==> src/rtl/nco_ctrl.sv <==
// rtl/nco_ctrl.sv - NCO command sequencer: FTW writes, counted/continuous runs, virtual-Z.
// Optional command FIFO in front of the FSM when NCO_CTRL_CMD_FIFO_EN is defined.
module nco_ctrl #(
    parameter int N            = 22,
    parameter int Z_CORR_WIDTH = 12,
    parameter int CNT_WIDTH    = 16,
    parameter int FIFO_DEPTH   = 4
) (
    input  logic                    clk,
    input  logic                    rst,
    input  logic                    cmd_valid,
    output logic                    cmd_ready,
    input  logic [1:0]              cmd_op,
    input  logic [N-1:0]            cmd_data,
    output logic                    ftw_wr_en,
    output logic [N-1:0]            ftw_out,
    output logic                    z_corr_wr_en,
    output logic [Z_CORR_WIDTH-1:0] z_corr_out,
    output logic                    phase_wr_en,
    output logic                    z_corr_mode,
    output logic                    busy,
    output logic                    run_done
);
    typedef enum logic [2:0] {
        S_IDLE, S_RUN_CNT, S_RUN_CONT, S_VZ_LOAD, S_VZ_APPLY
    } state_t;

    localparam logic [1:0] OP_SET_FTW = 2'b00;
    localparam logic [1:0] OP_VZ      = 2'b01;
    localparam logic [1:0] OP_RUN     = 2'b10;
    localparam logic [1:0] OP_STOP    = 2'b11;
    localparam logic [CNT_WIDTH-1:0] CNT_ONE = CNT_WIDTH'(1);

    state_t                  state_q, state_d;
    logic [CNT_WIDTH-1:0]    cnt_q, cnt_d;
    logic                    ret_q, ret_d;
    logic [Z_CORR_WIDTH-1:0] z_q, z_d;

    logic                    ftw_wr_en_q, ftw_wr_en_d;
    logic [N-1:0]            ftw_out_q, ftw_out_d;
    logic                    z_corr_wr_en_q, z_corr_wr_en_d;
    logic [Z_CORR_WIDTH-1:0] z_corr_out_q, z_corr_out_d;
    logic                    phase_wr_en_q, phase_wr_en_d;
    logic                    z_corr_mode_q, z_corr_mode_d;
    logic                    busy_q, busy_d;
    logic                    run_done_q, run_done_d;

    logic                    fsm_valid, fsm_ready, accept;
    logic [1:0]              fsm_op;
    logic [N-1:0]            fsm_data;
    logic [CNT_WIDTH-1:0]    run_k;

    assign fsm_ready = rst && (state_q == S_IDLE || state_q == S_RUN_CONT);
    assign accept    = fsm_valid && fsm_ready;
    assign run_k     = fsm_data[CNT_WIDTH-1:0];

`ifdef NCO_CTRL_CMD_FIFO_EN
    localparam int AW = $clog2(FIFO_DEPTH);

    logic [N+1:0] mem_q [FIFO_DEPTH];
    logic [AW:0]  wr_ptr_q, rd_ptr_q;
    logic         fifo_full, fifo_empty, push;

    assign fifo_empty = (wr_ptr_q == rd_ptr_q);
    assign fifo_full  = (wr_ptr_q[AW] != rd_ptr_q[AW]) &&
                        (wr_ptr_q[AW-1:0] == rd_ptr_q[AW-1:0]);
    assign cmd_ready  = rst && !fifo_full;
    assign push       = cmd_valid && cmd_ready;
    assign fsm_valid  = !fifo_empty;
    assign {fsm_op, fsm_data} = mem_q[rd_ptr_q[AW-1:0]];

    always_ff @(posedge clk) begin
        if (!rst) begin
            wr_ptr_q <= '0;
            rd_ptr_q <= '0;
        end else begin
            if (push) begin
                mem_q[wr_ptr_q[AW-1:0]] <= {cmd_op, cmd_data};
                wr_ptr_q <= wr_ptr_q + 1'b1;
            end
            if (accept) begin
                rd_ptr_q <= rd_ptr_q + 1'b1;
            end
        end
    end
`else
    assign cmd_ready = fsm_ready;
    assign fsm_valid = cmd_valid & (FIFO_DEPTH > 0);
    assign fsm_op    = cmd_op;
    assign fsm_data  = cmd_data;
`endif

    always_ff @(posedge clk) begin
        if (!rst) begin
            state_q        <= S_IDLE;
            cnt_q          <= '0;
            ret_q          <= 1'b0;
            z_q            <= '0;
            ftw_wr_en_q    <= 1'b0;
            ftw_out_q      <= '0;
            z_corr_wr_en_q <= 1'b0;
            z_corr_out_q   <= '0;
            phase_wr_en_q  <= 1'b0;
            z_corr_mode_q  <= 1'b0;
            busy_q         <= 1'b0;
            run_done_q     <= 1'b0;
        end else begin
            state_q        <= state_d;
            cnt_q          <= cnt_d;
            ret_q          <= ret_d;
            z_q            <= z_d;
            ftw_wr_en_q    <= ftw_wr_en_d;
            ftw_out_q      <= ftw_out_d;
            z_corr_wr_en_q <= z_corr_wr_en_d;
            z_corr_out_q   <= z_corr_out_d;
            phase_wr_en_q  <= phase_wr_en_d;
            z_corr_mode_q  <= z_corr_mode_d;
            busy_q         <= busy_d;
            run_done_q     <= run_done_d;
        end
    end

    // ret_q remembers whether VZ was issued from RUN_CONT so the run resumes after APPLY
    always_comb begin
        state_d = state_q;
        cnt_d   = cnt_q;
        ret_d   = ret_q;
        z_d     = z_q;
        case (state_q)
            S_IDLE, S_RUN_CONT: begin
                if (accept) begin
                    case (fsm_op)
                        OP_VZ: begin
                            ret_d   = (state_q == S_RUN_CONT);
                            z_d     = fsm_data[Z_CORR_WIDTH-1:0];
                            state_d = S_VZ_LOAD;
                        end
                        OP_RUN: begin
                            if (run_k == '0) begin
                                state_d = S_RUN_CONT;
                            end else begin
                                state_d = S_RUN_CNT;
                                cnt_d   = run_k;
                            end
                        end
                        OP_STOP:    state_d = S_IDLE;
                        OP_SET_FTW: state_d = state_q;
                        default:    state_d = state_q;
                    endcase
                end
            end
            S_RUN_CNT: begin
                cnt_d = cnt_q - 1'b1;
                if (cnt_q == CNT_ONE) begin
                    state_d = S_IDLE;
                end
            end
            S_VZ_LOAD:  state_d = S_VZ_APPLY;
            S_VZ_APPLY: state_d = ret_q ? S_RUN_CONT : S_IDLE;
            default:    state_d = S_IDLE;
        endcase
    end

    // Outputs are decoded from the next state so they appear registered one cycle after acceptance
    always_comb begin
        ftw_wr_en_d    = accept && (fsm_op == OP_SET_FTW);
        ftw_out_d      = ftw_wr_en_d ? fsm_data : ftw_out_q;
        phase_wr_en_d  = (state_d == S_RUN_CNT) || (state_d == S_RUN_CONT) ||
                         (state_d == S_VZ_APPLY) || ((state_d == S_VZ_LOAD) && ret_d);
        z_corr_wr_en_d = (state_d == S_VZ_LOAD) || (state_d == S_VZ_APPLY);
        z_corr_out_d   = (state_d == S_VZ_LOAD) ? z_d : '0;
        z_corr_mode_d  = (state_d == S_VZ_APPLY);
        busy_d         = (state_d != S_IDLE);
        run_done_d     = (state_d == S_RUN_CNT) && (cnt_d == CNT_ONE);
    end

    assign ftw_wr_en    = ftw_wr_en_q;
    assign ftw_out      = ftw_out_q;
    assign z_corr_wr_en = z_corr_wr_en_q;
    assign z_corr_out   = z_corr_out_q;
    assign phase_wr_en  = phase_wr_en_q;
    assign z_corr_mode  = z_corr_mode_q;
    assign busy         = busy_q;
    assign run_done     = run_done_q;
endmodule
==> config.mk <==
export PLATFORM = sky130hd
export DESIGN_NAME = nco_ctrl
export DESIGN_NICKNAME = d
export VERILOG_FILES = /design/src/rtl/nco_ctrl.sv
export SDC_FILE = /design/constraint.sdc
export NUM_CORES = 1
export LEC_CHECK = 0
export CORE_MARGIN = 2
export CORE_UTILIZATION = 43
export DETAILED_ROUTE_END_ITERATION = 6
export PLACE_DENSITY = 0.72
export SLEW_MARGIN = 20
export SYNTH_ARGS = -nofsm -noshare
export SYNTH_HDL_FRONTEND = slang
export SYNTH_SLANG_ARGS = --single-unit
==> constraint.sdc <==
create_clock -name clk -period 1.9 [get_ports clk]
set_input_delay 0.38 -clock clk [delete_from_list [all_inputs] [get_ports clk]]
set_output_delay 0.38 -clock clk [all_outputs]
set_load 0.02 [all_outputs]
==> flow_results.org, run 1 <==
** Global route
- For this run, global-route usage on met1 was measured as 36.7%.
- Global-route wire length before repair :: 13500 µm
- Maximum number of pins on one net before global-route repair :: 35
- Summed over all layers, the global routing overflow is 0.
- Met2 track utilization from global routing :: 43.5%
- Vias in the first global route :: 2730
- Most congested layer reported by global routing :: met2
- Number of antenna violations at the first check in global routing :: 0
- Global routing consumed, on the met3 layer, 4.18% of the routing resources.
- Total global routing track utilization :: 27.5%

** Die
- Starting density of the core :: 44.1%
- The die is 81.4 µm wide.
- The floorplan step defined a die boundary enclosing 6630 µm².
- # rows :: 28
- Placeable core region :: 5850 µm²
- In this run the vertical extent of the chip is 81.4 µm.
- I/O pin count :: 68

** Route
- The detail route stage leaves a number of antenna-violating nets equal to 0.
- Via-to-Cell Ratio :: 5.34
- DRT iter0 DRCs :: 130
- After detailed routing, the average wire length per cell comes to 16.1 µm.
- The routed layout has 2941 vias.
- Total iterations of the first detailed-routing run :: 4
- Remaining DRCs :: 0
- The routed design has 8880 µm of wire.

** Min path
- Hold Path Class :: input port to register
- The worst hold path passes through 3 cells.
- The worst hold path terminates at ftw_out[12].
- The startpoint identified for the worst hold timing path is cmd_data[12].

** Layout
- After filler insertion, the fill cell instance count of the layout stands at 417.
- Relative to the synthesized area, the layout overhead comes to 70.7%.
- In the final layout, the share of cells above drive strength 1 is 35.3%.
- Final antenna diode count :: 0
- Leaving out fill and tap cells, the most frequent cell in the layout is sky130_fd_sc_hd__buf_4.
- Commonest cells after routing, fill and taps aside :: sky130_fd_sc_hd__buf_4, sky130_fd_sc_hd__nand2_1, sky130_fd_sc_hd__dfxtp_1, sky130_fd_sc_hd__clkdlybuf4s50_1, sky130_fd_sc_hd__a21oi_1
- After the flow finishes, the layout carries non-filler instances totaling 551.
- Total Nets Final :: 500

** Outcome
- Run status :: finished, violations left
- Violated checks :: negative setup slack

** STA
- Counting I/O delays and the setup requirement, the final critical path takes 2.08 ns.
- After layout, the worst path uses 109% of the clock period.
- Measured against its own limit, the worst slew margin works out to 68.2%.
- The tightest hold path in the finished design has a slack of 0.338 ns.
- Worst Skew :: 0.00889 ns
- Crit path setup slack, layout :: -0.176 ns
- For the pin with the worst max-slew slack, the measured transition is 0.473 ns.
- For this run, the top clock speed supported by timing is 482 MHz.
- The max-slew violation total from the final report came to 0.
- Setup repair after global routing could not meet its margin everywhere.
- Setup violations remaining at the end of the flow were counted as 5.
- Summed over all failing endpoints, the final setup total negative slack is -0.362 ns.
- The final-report hold violation count is 0.

** Clock network
- For the worst-skew pair, the clock arrives at the later sink with an insertion delay of 0.34 ns.
- The H-tree was split into 3 levels.
- The number of clock buffers added by TritonCTS is 9.
- Hold buffer count at cts :: 0
- CTS placed an instance of sky130_fd_sc_hd__clkbuf_8 at the clock tree root.
- Clock transition at the registers of the reported paths :: 0.07 ns
- TritonCTS clock tree :: built
- Longest Clk Path Bufs :: 2
- The clock net in this run drives a total of 60 sinks.

** Logic synthesis
- Flops & latches, synth :: 60
- Number of unique standard cell types used by synthesis :: 52
- Average cell area after synthesis :: 8.16 µm²
- Synthesis Warnings :: 0
- Counting every instance in the synthesized netlist gives 316.
- Portion of the post-synthesis area used by sequential elements :: 46.6%
- When the netlist entered floorplanning its net count stood at 345.
- Synth area leader :: sky130_fd_sc_hd__dfxtp_1
- Syn Std Cell Area :: 2580 µm²
- Top-area cell type share of the netlist area :: 46.6%
- Sorting the synthesized cells by area gives the leading types as sky130_fd_sc_hd__dfxtp_1, sky130_fd_sc_hd__nand2_1, sky130_fd_sc_hd__a21oi_1.

** Pwr
- Combinational cell fraction of total power :: 30.7%
- Clock network fraction of design power :: 31.5%
- Cell internal power was estimated by the tool at 0.00255 W.
- Net Switching :: 0.00111 W
- In this run, flip-flops and latches consume 37.8% of the power.
- Of the total power, the share spent switching nets is 30.4%.
- The worst-case IR drop observed on VDD is 0.536 mV.
- Power spread over the standard cell area amounts to 832 nW/µm².
- Leak Pwr :: 1.94 nW

** Setup path
- Data required time of the worst path :: 2.19 ns
- For the worst setup path, the data arrival time is 2.36 ns.
- Worst r2r path cells :: 7
- The worst setup path is launched from a register.
- The worst setup path is captured at a register.
- Worst setup path class :: register to register
- Internal reg-to-reg setup slack :: -0.18 ns
- Worst reg2reg path endpoint :: run_done
- Crit Path Max Fanout :: 4
- The startpoint identified for the worst register-to-register timing path is state_q[0].

** Placed design
- Place WS :: -0.931 ns
- Including well taps, the total number of placed cells is 522.
- Input and output buffers added on the ports amount to 67.
- After legalization and detailed placement, the total HPWL measured 6140 µm.
- Weighted congestion reported at the end of routability-driven placement :: 0.939

** Job
- Across the run, the number of max-cap violations was 0.
==> cell families (layout without fill, tap and decap cells) <==
| logic type | after synthesis | count (layout) | synth area share [%] |
|---|---|---|---|
| AO/OA/AOI/OAI | 66 | 66 | 16.2 |
| XOR/XNOR | 2 | 2 | 0.680 |
| adder cells (fa/ha/maj) | 2 | 2 | 0.971 |
| buffers and inverters | 37 | 197 | 5.83 |
| flip-flops | 60 | 60 | 46.6 |
| AND/OR/NAND/NOR | 149 | 149 | 29.7 |
==> power groups by stage <==
stage	clock network, W	registers, W	logic, W
global route	0.00122	0.00139	0.00120
detailed placement	0	0.00140	0.000935
global placement	0	0.00140	0.000935
CTS	0.00116	0.00138	0.00106
floorplan	0	0.00144	0.000426
finish	0.00115	0.00138	0.00112
==> synth_stat cells, drive strengths merged <==
master and instances:
nand2 71, dfxtp 60, a21oi 34, inv 22
nor2 19, nand3 12, clkbuf 10, nor4 10
and2 7, o21ai 7, nor3 6, a31oi 5
buf 5, nand4 5, a221oi 4, o211ai 4
nand2b 3, a211o 2, a221o 2, ha 2
nor2b 2, nor3b 2, nor4b 2, or4 2
xor2 2, a21boi 1, a21o 1, a22oi 1
a311oi 1, and3 1, and4 1, and4b 1
nand4b 1, nand4bb 1, o21a 1, o221ai 1
o311a 1, o311ai 1, or2 1, or3 1
or3b 1
==> sequential cells by signal, indices dropped and copies added (netlist names) <==
name / cells
ftw_out: 22
cnt_q: 16
z_corr_out: 12
state_q: 3
busy: 1
ftw_wr_en: 1
phase_wr_en: 1
ret_q: 1
run_done: 1
z_corr_mode: 1
z_corr_wr_en: 1
==> through the flow <==
step | utilization [%] | cell area (µm²) | total power (W)
6_report | 75.2 | 4400 | 0.00366
5_1_grt | 75.2 | 4400 | 0.00382
4_1_cts | 73.3 | 4290 | 0.00360
3_5_place_dp | 66.5 | 3890 | 0.00234
3_3_place_gp | 66.5 | 3890 | 0.00234
2_1_floorplan | - | 2580 | 0.00187
==> worst max-delay path, stage by stage (launching register included) <==
cell	delay [ns]
sky130_fd_sc_hd__dfxtp_4	0.37
sky130_fd_sc_hd__or3b_4	0.40
sky130_fd_sc_hd__nor4b_4	0.34
sky130_fd_sc_hd__a21oi_2	0.09
sky130_fd_sc_hd__o21a_1	0.19
sky130_fd_sc_hd__a221oi_2	0.24
sky130_fd_sc_hd__nand4_1	0.15
sky130_fd_sc_hd__and4b_1	0.25
==> worst max path at each step <==
stage / end / start / cells past startpoint / slack [ns]
2_1_floorplan: run_done / state_q[2] / 8 / -0.10
5_1_grt: run_done / cnt_q[9] / 8 / -0.26
3_5_place_dp: run_done / cmd_data[11] / 8 / -0.93
6_report: run_done / state_q[0] / 7 / -0.18
4_1_cts: run_done / state_q[0] / 7 / -0.18
3_3_place_gp: run_done / cmd_data[11] / 8 / -0.88
==> metal layers <==
metal,up-vias,share of wire [%]
li1,1411,-
met1,1381,44
met2,121,46
met3,28,6.3
met4,0,3.3
met5,-,0
==> what timing repair did <==
action	CTS	global route
setup endpoints to repair	22	37
setup buffers	10	6
gates resized for setup	58	53
pin swaps	23	20
==> layout make-up <==
cell class                      count  area, µm²  share of cell area [%]
Multi-Input combinational cell    219       1470                    33.4
Timing Repair Buffer              159       1350                    30.6
Sequential cell                    60       1220                    27.6
Clock buffer                       12        145                    3.30
Tap cell                           75       93.8                    2.13
Inverter                           22       82.6                    1.88
Clock inverter                      4       48.8                    1.11
(Power assumes the default switching activity.)
==> run 2: changes to the inputs <==
REMOVE_ABC_BUFFERS = 1   (was unset)
==> run 2 against run 1 <==
Against the previous run: the run still ends with negative setup slack left; worst hold slack better by 0.12 ns; largest cell class unchanged; first-iteration DRC count is 28% higher; global-route usage is 1.6 points lower; maximum frequency is 0.58% higher; die area stayed put; sequential cell count stayed put; clock skew is 0.0036 ns lower; sequential share of layout area is 0.45 points higher; combinational power hardly changed; highest routed layer unchanged.
==> flow_results.org, run 2 (synthesis results as in run 1) <==
** STA
- Final period utilization :: 109% (-0.63 points)
- Worst rel slew slack :: 70.9% (+2.7 points)
- Highest clock frequency the design can meet :: 484 MHz (+0.58%)
- Crit path setup slack, layout :: -0.164 ns (+0.0119 ns)
- Number of setup violations in the final report :: 3 (-2)
- The final-report hold violation count was 0 (unchanged).
- Setup repair after global routing could not meet its margin everywhere.
- Least-Margin Pin Slew :: 0.430 ns (-0.0436 ns)
- Hold WS :: 0.455 ns (+0.117 ns)
- Worst Skew :: 0.00529 ns (-0.00361 ns)
- Final Slew Violations :: 0 (unchanged)
- Shortest clock period the worst path allows after layout :: 2.06 ns (-0.0119 ns)

** Placed design
- Weighted congestion reported at the end of routability-driven placement :: 0.894 (-4.7%)
- Detailed placement HPWL :: 5790 µm (-5.7%)
- Place WS :: -0.824 ns (+0.107 ns)
- Port bufs :: 67 (unchanged)

** Die
- The placeable core region is 5850 µm² (unchanged).
- The effective utilization at floorplan is 44.1% (unchanged).
- The number of rows in the core area was 28 (unchanged).
- DIE HEIGHT :: 81.4 µm (unchanged)
- I/O pin count :: 68 (unchanged)
- Width of the die :: 81.4 µm (unchanged)
- The die outline area came to 6630 µm² (unchanged).

** Global route
- The overall fraction of global-route tracks in use came to 25.9% (-1.6 points).
- The met2 capacity usage during global routing was 41.5% (-2.0 points).
- Total congestion overflow after global routing :: 0 (unchanged)
- Most congested layer reported by global routing :: met2
- Met1 global-route usage :: 33.5% (-3.2 points)
- The wire length of the first global-routing pass is 12700 µm (-6.0%).
- GR Layer Usage met3 :: 5.82% (+1.6 points)
- Maximum number of pins on one net before global-route repair :: 35 (unchanged)
- Number of antenna violations at the first check in global routing :: 0 (unchanged)
- The via count of the first global-routing pass was 2636 (-3.4%).

** Setup path
- Crit Path Max Fanout :: 7 (+3)
- Startpoint of the lowest-slack register-to-register path :: state_q[2]
- STA classifies the critical path endpoint as a register.
- Crit path launch type :: register
- The setup path with the least slack is of type register to register.
- Data required time of the worst path :: 2.19 ns (about the same)
- Worst r2r path cells :: 7 (unchanged)
- Crit path arrival time :: 2.35 ns (about the same)
- The reg-to-reg setup timing slack was -0.16 ns (about the same).
- Worst reg2reg path endpoint :: run_done

** Layout
- The diode insertion count for antenna repair is 0 (unchanged).
- Leaving out fill and tap cells, the most frequent cells in the layout are sky130_fd_sc_hd__buf_4, sky130_fd_sc_hd__nand2_1, sky130_fd_sc_hd__dfxtp_1, sky130_fd_sc_hd__clkdlybuf4s50_1, sky130_fd_sc_hd__a21oi_1.
- Relative to the synthesized area, the layout overhead comes to 66.8%.
- Layout cell share with drive strength beyond 1 :: 30.4% (-4.9 points)
- Util after Layout :: 73.5% (-1.7 points)
- Most frequent standard cell in the layout excluding fill and tap cells :: sky130_fd_sc_hd__buf_4
- The number of flip-flops in the largest register is 22 (unchanged).
- The number of nets in the layout came to 494 (-1.2%).

** Pwr
- The worst supply voltage drop on vdd came to 0.641 mV (+20%).
- Pwr per Cell Area :: 824 nW/µm² (-0.95%)
- The standby leakage power came to 1.90 nW (-2.0%).

** Route
- The number of antenna-violating nets in the routed design was 0 (unchanged).
- The detail-routed via count per cell was 5.18 (-2.9%).
- Remaining DRCs :: 0 (unchanged)
- Routed wire length per instance :: 14.9 µm (-7.7%)
- Detailed-route via count :: 2824 (-4.0%)
- The final wirelength was 8100 µm (-8.7%).
- The first-pass iteration count of the detailed router is 4 (unchanged).
- The DRC violation total after the first TritonRoute iteration came to 167 (+28%).

** Min path
- The count of cells along the worst hold path came to 2 (-1).
- The worst hold path begins at ftw_out[6].
- The path with the worst hold slack has its endpoint at ftw_out[6].
- The path class of the tightest hold or removal check is register to register.

** Clock network
- Hold buffer count at cts :: 0 (unchanged)
- TritonCTS built the clock tree.
- Clock transition at the registers of the reported paths :: 0.06 ns (about the same)
- Source-to-sink clock delay at the later pin of the worst-skew pair :: 0.34 ns (about the same)
- The number of buffers created by CTS is 9 (unchanged).
- Buffer cell driving the clock tree root :: sky130_fd_sc_hd__clkbuf_8
- The H-tree level count came to 3 (unchanged).
- Longest Clk Path Bufs :: 2 (unchanged)
- Clk sinks :: 60 (unchanged)

** Outcome
- The final reports fail on negative setup slack.
- Run status :: finished, violations left

** Job
- Max_cap viols :: 0 (unchanged)
-- run 2: cell types whose count changed in the layout (fill, tap and decap cells not counted), sizes merged --
cell | before | now
clkdlybuf4s50 | 46 | 48
buf | 93 | 87
dlymetal6s2s | 0 | 1
clkdlybuf4s15 | 4 | 0
bufinv | 1 | 0
clkbuf | 21 | 12
dlygate4sd2 | 7 | 17
clkinvlp | 0 | 1
-- run 2: layout make-up --
type / instances / area [µm²]
Clock buffer: 12 / 165
Clock inverter: 4 / 22.5
Fill cell: 455 / 1550
Inverter: 22 / 82.6
Multi-Input combinational cell: 219 / 1410
Sequential cell: 60 / 1210
Tap cell: 75 / 93.8
Timing Repair Buffer: 153 / 1320
-- run 2: routing by layer --
metal,vias to the layer above,wire (µm)
met5,-,0
met4,0,123
met3,10,480
met2,89,3910
met1,1335,3590
li1,1390,-
-- run 2: worst max-delay path by stage --
stage / slack, ns / to / cells past startpoint / start
3_5_place_dp: -0.82 / run_done / 9 / cmd_data[11]
4_1_cts: -0.17 / run_done / 7 / state_q[2]
2_1_floorplan: -0.44 / run_done / 7 / state_q[2]
6_report: -0.16 / run_done / 7 / state_q[2]
5_1_grt: -0.31 / run_done / 7 / state_q[2]
3_3_place_gp: -0.69 / run_done / 9 / cmd_data[8]
-- run 2: what timing repair did --
action,CTS,global route
pin swaps,25,19
resized for setup,52,13
endpoints found under the setup margin,17,13
gates cloned,0,0
buffers inserted,4,1
-- run 2: report_power, final --
part           internal [W]  leakage [nW]  switching (W)
sequential          0.00133         0.489      0.0000503
clock              0.000573        0.0982       0.000505
combinational      0.000562          1.32       0.000525
total               0.00246          1.90        0.00108
-- run 2: stage by stage --
step           std cells  TNS (ns)  power, W  instance area (µm²)
2_1_floorplan        301     -4.72   0.00185                 2510
3_3_place_gp         526    -13.61   0.00234                 3910
3_5_place_dp         526    -17.01   0.00236                 3910
4_1_cts              545    -0.247   0.00349                 4220
5_1_grt              545    -0.750   0.00371                 4300
6_report             545    -0.189   0.00354                 4300
-- run 2: worst max-delay path: stages (launching register included) --
cell	delay, ns
sky130_fd_sc_hd__dfxtp_4	0.37
sky130_fd_sc_hd__or3b_4	0.40
sky130_fd_sc_hd__nor4b_4	0.28
sky130_fd_sc_hd__a21oi_1	0.11
sky130_fd_sc_hd__o21a_1	0.20
sky130_fd_sc_hd__a221oi_4	0.24
sky130_fd_sc_hd__nand4_1	0.15
sky130_fd_sc_hd__and4b_1	0.25
==> run 3: changes to the inputs <==
MAX_ROUTING_LAYER = met4   (was unset)
==> run 3 against run 2 <==
Against the previous run: the run still ends with negative setup slack left; highest routed layer unchanged; sequential cell count did not move; critical path type unchanged; critical endpoint unchanged; die area unchanged; register-to-register slack barely moved.
==> flow_results.org, run 3 (synthesis results as in run 1) <==
** Outcome
- The run finished, with violations left.
- The checks that failed: negative setup slack.

** Global route
- Vias in the first global route :: 2580 (-2.1%)
- The maximum number of pins on one net before global-route repair is 35 (unchanged).
- The remaining global-route overflow came to 0 (unchanged).
- The overall fraction of global-route tracks in use was 26.1% (+0.20 points).
- Number of antenna violations at the first check in global routing :: 0 (unchanged)
- The wire length of the first global-routing pass came to 12400 µm (-1.8%).

** Setup path
- The sum of buffers and inverters on the critical path is 0 (unchanged).
- The data arrival at the endpoint of the critical path came to 2.35 ns (about the same).
- The worst-path maximum fanout came to 7 (unchanged).
- The worst path required time was 2.19 ns (about the same).
- STA classifies the critical path startpoint as a register.
- Slowest cell on crit path :: sky130_fd_sc_hd__or3b_4
- The critical path is of the register to register type.
- In this run the worst setup path terminates at run_done.
- Worst reg2reg path endpoint :: run_done
- Internal reg-to-reg setup slack :: -0.16 ns (about the same)
- The worst setup path is captured at a register.
- WP depth :: 7 (unchanged)
- The startpoint identified for the worst register-to-register timing path is state_q[2].
- Stage delay of the slowest cell on the critical path :: 0.42 ns (+0.02 ns)
- The kind of cell with the highest combined delay along the critical path is simple AND/OR/NAND/NOR gates.
- First element of the critical path :: state_q[2]
- Worst r2r path cells :: 7 (unchanged)
- Cell chain of the critical path :: or3b_4 > nor4b_4 > a21oi_2 > o21a_1 > a221oi_4 > nand4_1 > and4b_1

** Route
- The total via count in the routed design came to 2847 (+0.81%).
- Total iterations of the first detailed-routing run :: 5 (+1)
- Remaining DRCs :: 0 (unchanged)
- The DRC violation total after the first TritonRoute iteration was 153 (-8.4%).
- Routed wire length per instance :: 14.9 µm (+0.53%)
- The final wirelength is 8160 µm (+0.72%).
- The detail-routed via count per cell is 5.21 (+0.63%).
- The number of antenna-violating nets in the routed design was 0 (unchanged).

** Die
- The number of rows in the core area came to 28 (unchanged).
- The effective utilization at floorplan is 44.1% (unchanged).
- The x dimension of the die was 81.4 µm (unchanged).
- The placeable core region is 5850 µm² (unchanged).
- The number of primary I/O pins was 68 (unchanged).
- Die outline area :: 6630 µm² (unchanged)
- DIE HEIGHT :: 81.4 µm (unchanged)

** STA
- Shortest clock period the worst path allows after layout :: 2.06 ns (-0.00411 ns)
- Final period utilization :: 108% (-0.22 points)
- Setup_tns :: -0.209 ns (-0.0199 ns)
- Final Slew Violations :: 0 (unchanged)
- The upper clock frequency limit is 485 MHz (+0.20%).
- Final Hold Violating Endpoints :: 0 (unchanged)
- The pin slew with the least headroom to its limit was 0.392 ns (-0.0371 ns).
- The post-route clock skew is 0.00761 ns (+0.00232 ns).
- The final-layout worst hold slack is 0.454 ns (-0.00151 ns).
- The final-report setup violation count is 3 (unchanged).
- The worst slew slack as a fraction of its limit was 73.4% (+2.5 points).
- Crit path setup slack, layout :: -0.160 ns (+0.00410 ns)
- Setup repair after global routing could not meet its margin everywhere.

** Pwr
- The part of the total power dissipated in sequential elements is 36.6% (-2.3 points).
- Net Switching :: 0.00114 W (+5.2%)
- Pwr per Cell Area :: 861 nW/µm² (+4.5%)
- Internal cell power :: 0.00264 W (+7.3%)
- The fraction of power spent switching nets came to 30.1% (-0.41 points).
- The power share of the clock group was 34.1% (+3.7 points).
- The worst supply voltage drop on vdd was 0.624 mV (-2.6%).
- Combinational cell fraction of total power :: 29.3% (-1.4 points)
- Leak Pwr :: 1.94 nW (+1.7%)

** Layout
- FILL cells :: 407 (-11%)
- From synthesis to final layout, the design area changed by 70.2%.
- The final standard cell area without fillers is 4390 µm² (+2.1%).
- The library cell used most frequently in the layout, excluding fill and tap cells, is sky130_fd_sc_hd__buf_4.
- Layout cell share with drive strength beyond 1 :: 31.8% (+1.4 points)
- Total Nets Final :: 495 (+0.20%)
- The number of flip-flops in the largest register was 22 (unchanged).
- The diode insertion count for antenna repair came to 0 (unchanged).
- The library cells used most frequently in the layout, excluding fill and tap cells, are sky130_fd_sc_hd__buf_4, sky130_fd_sc_hd__nand2_1, sky130_fd_sc_hd__dfxtp_1, sky130_fd_sc_hd__clkdlybuf4s50_1, sky130_fd_sc_hd__a21oi_1.
- Fin cells :: 546 (+0.18%)

** Clock network
- CTS Buf Count :: 9 (unchanged)
- Clk sinks :: 60 (unchanged)
- The clock slew seen by the registers of the worst setup and hold paths came to 0.08 ns (+0.02 ns).
- The tree is rooted in a sky130_fd_sc_hd__clkbuf_8.
- Hold buffer count at cts :: 0 (unchanged)
- The source-to-sink clock delay at the later pin of the worst-skew pair is 0.35 ns (about the same).
- Longest Clk Path Bufs :: 2 (unchanged)
- Count of H-tree levels built during CTS :: 3 (unchanged)
- TritonCTS built the clock tree.

** Placed design
- The count of buffers from port buffering is 67 (unchanged).
- Weighted congestion reported at the end of routability-driven placement :: 0.914 (+2.2%)
- The cell area after placement was 3890 µm² (-0.38%).
- The minimum setup slack after placement came to -0.774 ns (+0.0492 ns).
- Post-placement cell count :: 524 (-0.38%)
- The half-perimeter wire length after detailed placement was 5690 µm (-1.7%).

** Job
- The max-capacitance violation count came to 0 (unchanged).

** Min path
- The min-delay analysis places its worst path in the category register to register.
[run 3: power groups by stage]
stage	registers, W	clock network (W)	logic (W)
global route	0.00139	0.00136	0.00118
CTS	0.00138	0.00130	0.000996
finish	0.00138	0.00129	0.00111
global placement	0.00140	0	0.000934
floorplan	0.00145	0	0.000405
detailed placement	0.00141	0	0.000941
[run 3: metal layers]
layer / part of all wire, % / GRT usage, % / wire length, µm
met1: 43 / 32.7 / 3500
met2: 47 / 40.2 / 3820
met3: 7.7 / 5.27 / 630
met4: 2.6 / 12.7 / 210
met5: 0 / - / 0
[run 3: timing repair]
item | in CTS | in global routing
resized for setup | 44 | 39
pin swaps | 22 | 25
endpoints found under the setup margin | 17 | 36
buffers inserted | 4 | 4
[run 3: worst min-delay path, cell delays in order, from the launching register on]
cell and delay, ns:
sky130_fd_sc_hd__dfxtp_1 0.31, sky130_fd_sc_hd__nand2_1 0.05, sky130_fd_sc_hd__a21oi_1 0.05
[run 3: layout make-up]
cell class / count / area [µm²] / area share (%)
Sequential cell: 60 / 1210 / 27.6
Clock inverter: 7 / 98.8 / 2.25
Inverter: 22 / 82.6 / 1.88
Clock buffer: 9 / 124 / 2.82
Timing Repair Buffer: 154 / 1340 / 30.6
Multi-Input combinational cell: 219 / 1440 / 32.8
Tap cell: 75 / 93.8 / 2.14
[run 3: worst min-delay path by stage]
stage	slack (ns)	startpoint	end	cells after the start
floorplan	0.44	ret_q	ret_q	2
global placement	0.44	ftw_out[4]	ftw_out[4]	2
global route	0.47	ftw_out[3]	ftw_out[3]	2
finish	0.45	ftw_out[21]	ftw_out[21]	2
CTS	0.46	ftw_out[21]	ftw_out[21]	2
detailed placement	0.45	ftw_out[18]	ftw_out[18]	2
[run 3: stage by stage]
stage / utilization (%) / total power [W]
after global placement: 66.6 / 0.00234
after detailed placement: 66.6 / 0.00235
after CTS: 72.4 / 0.00368
final: 75.0 / 0.00378
after floorplan: - / 0.00185
after global routing: 75.0 / 0.00394
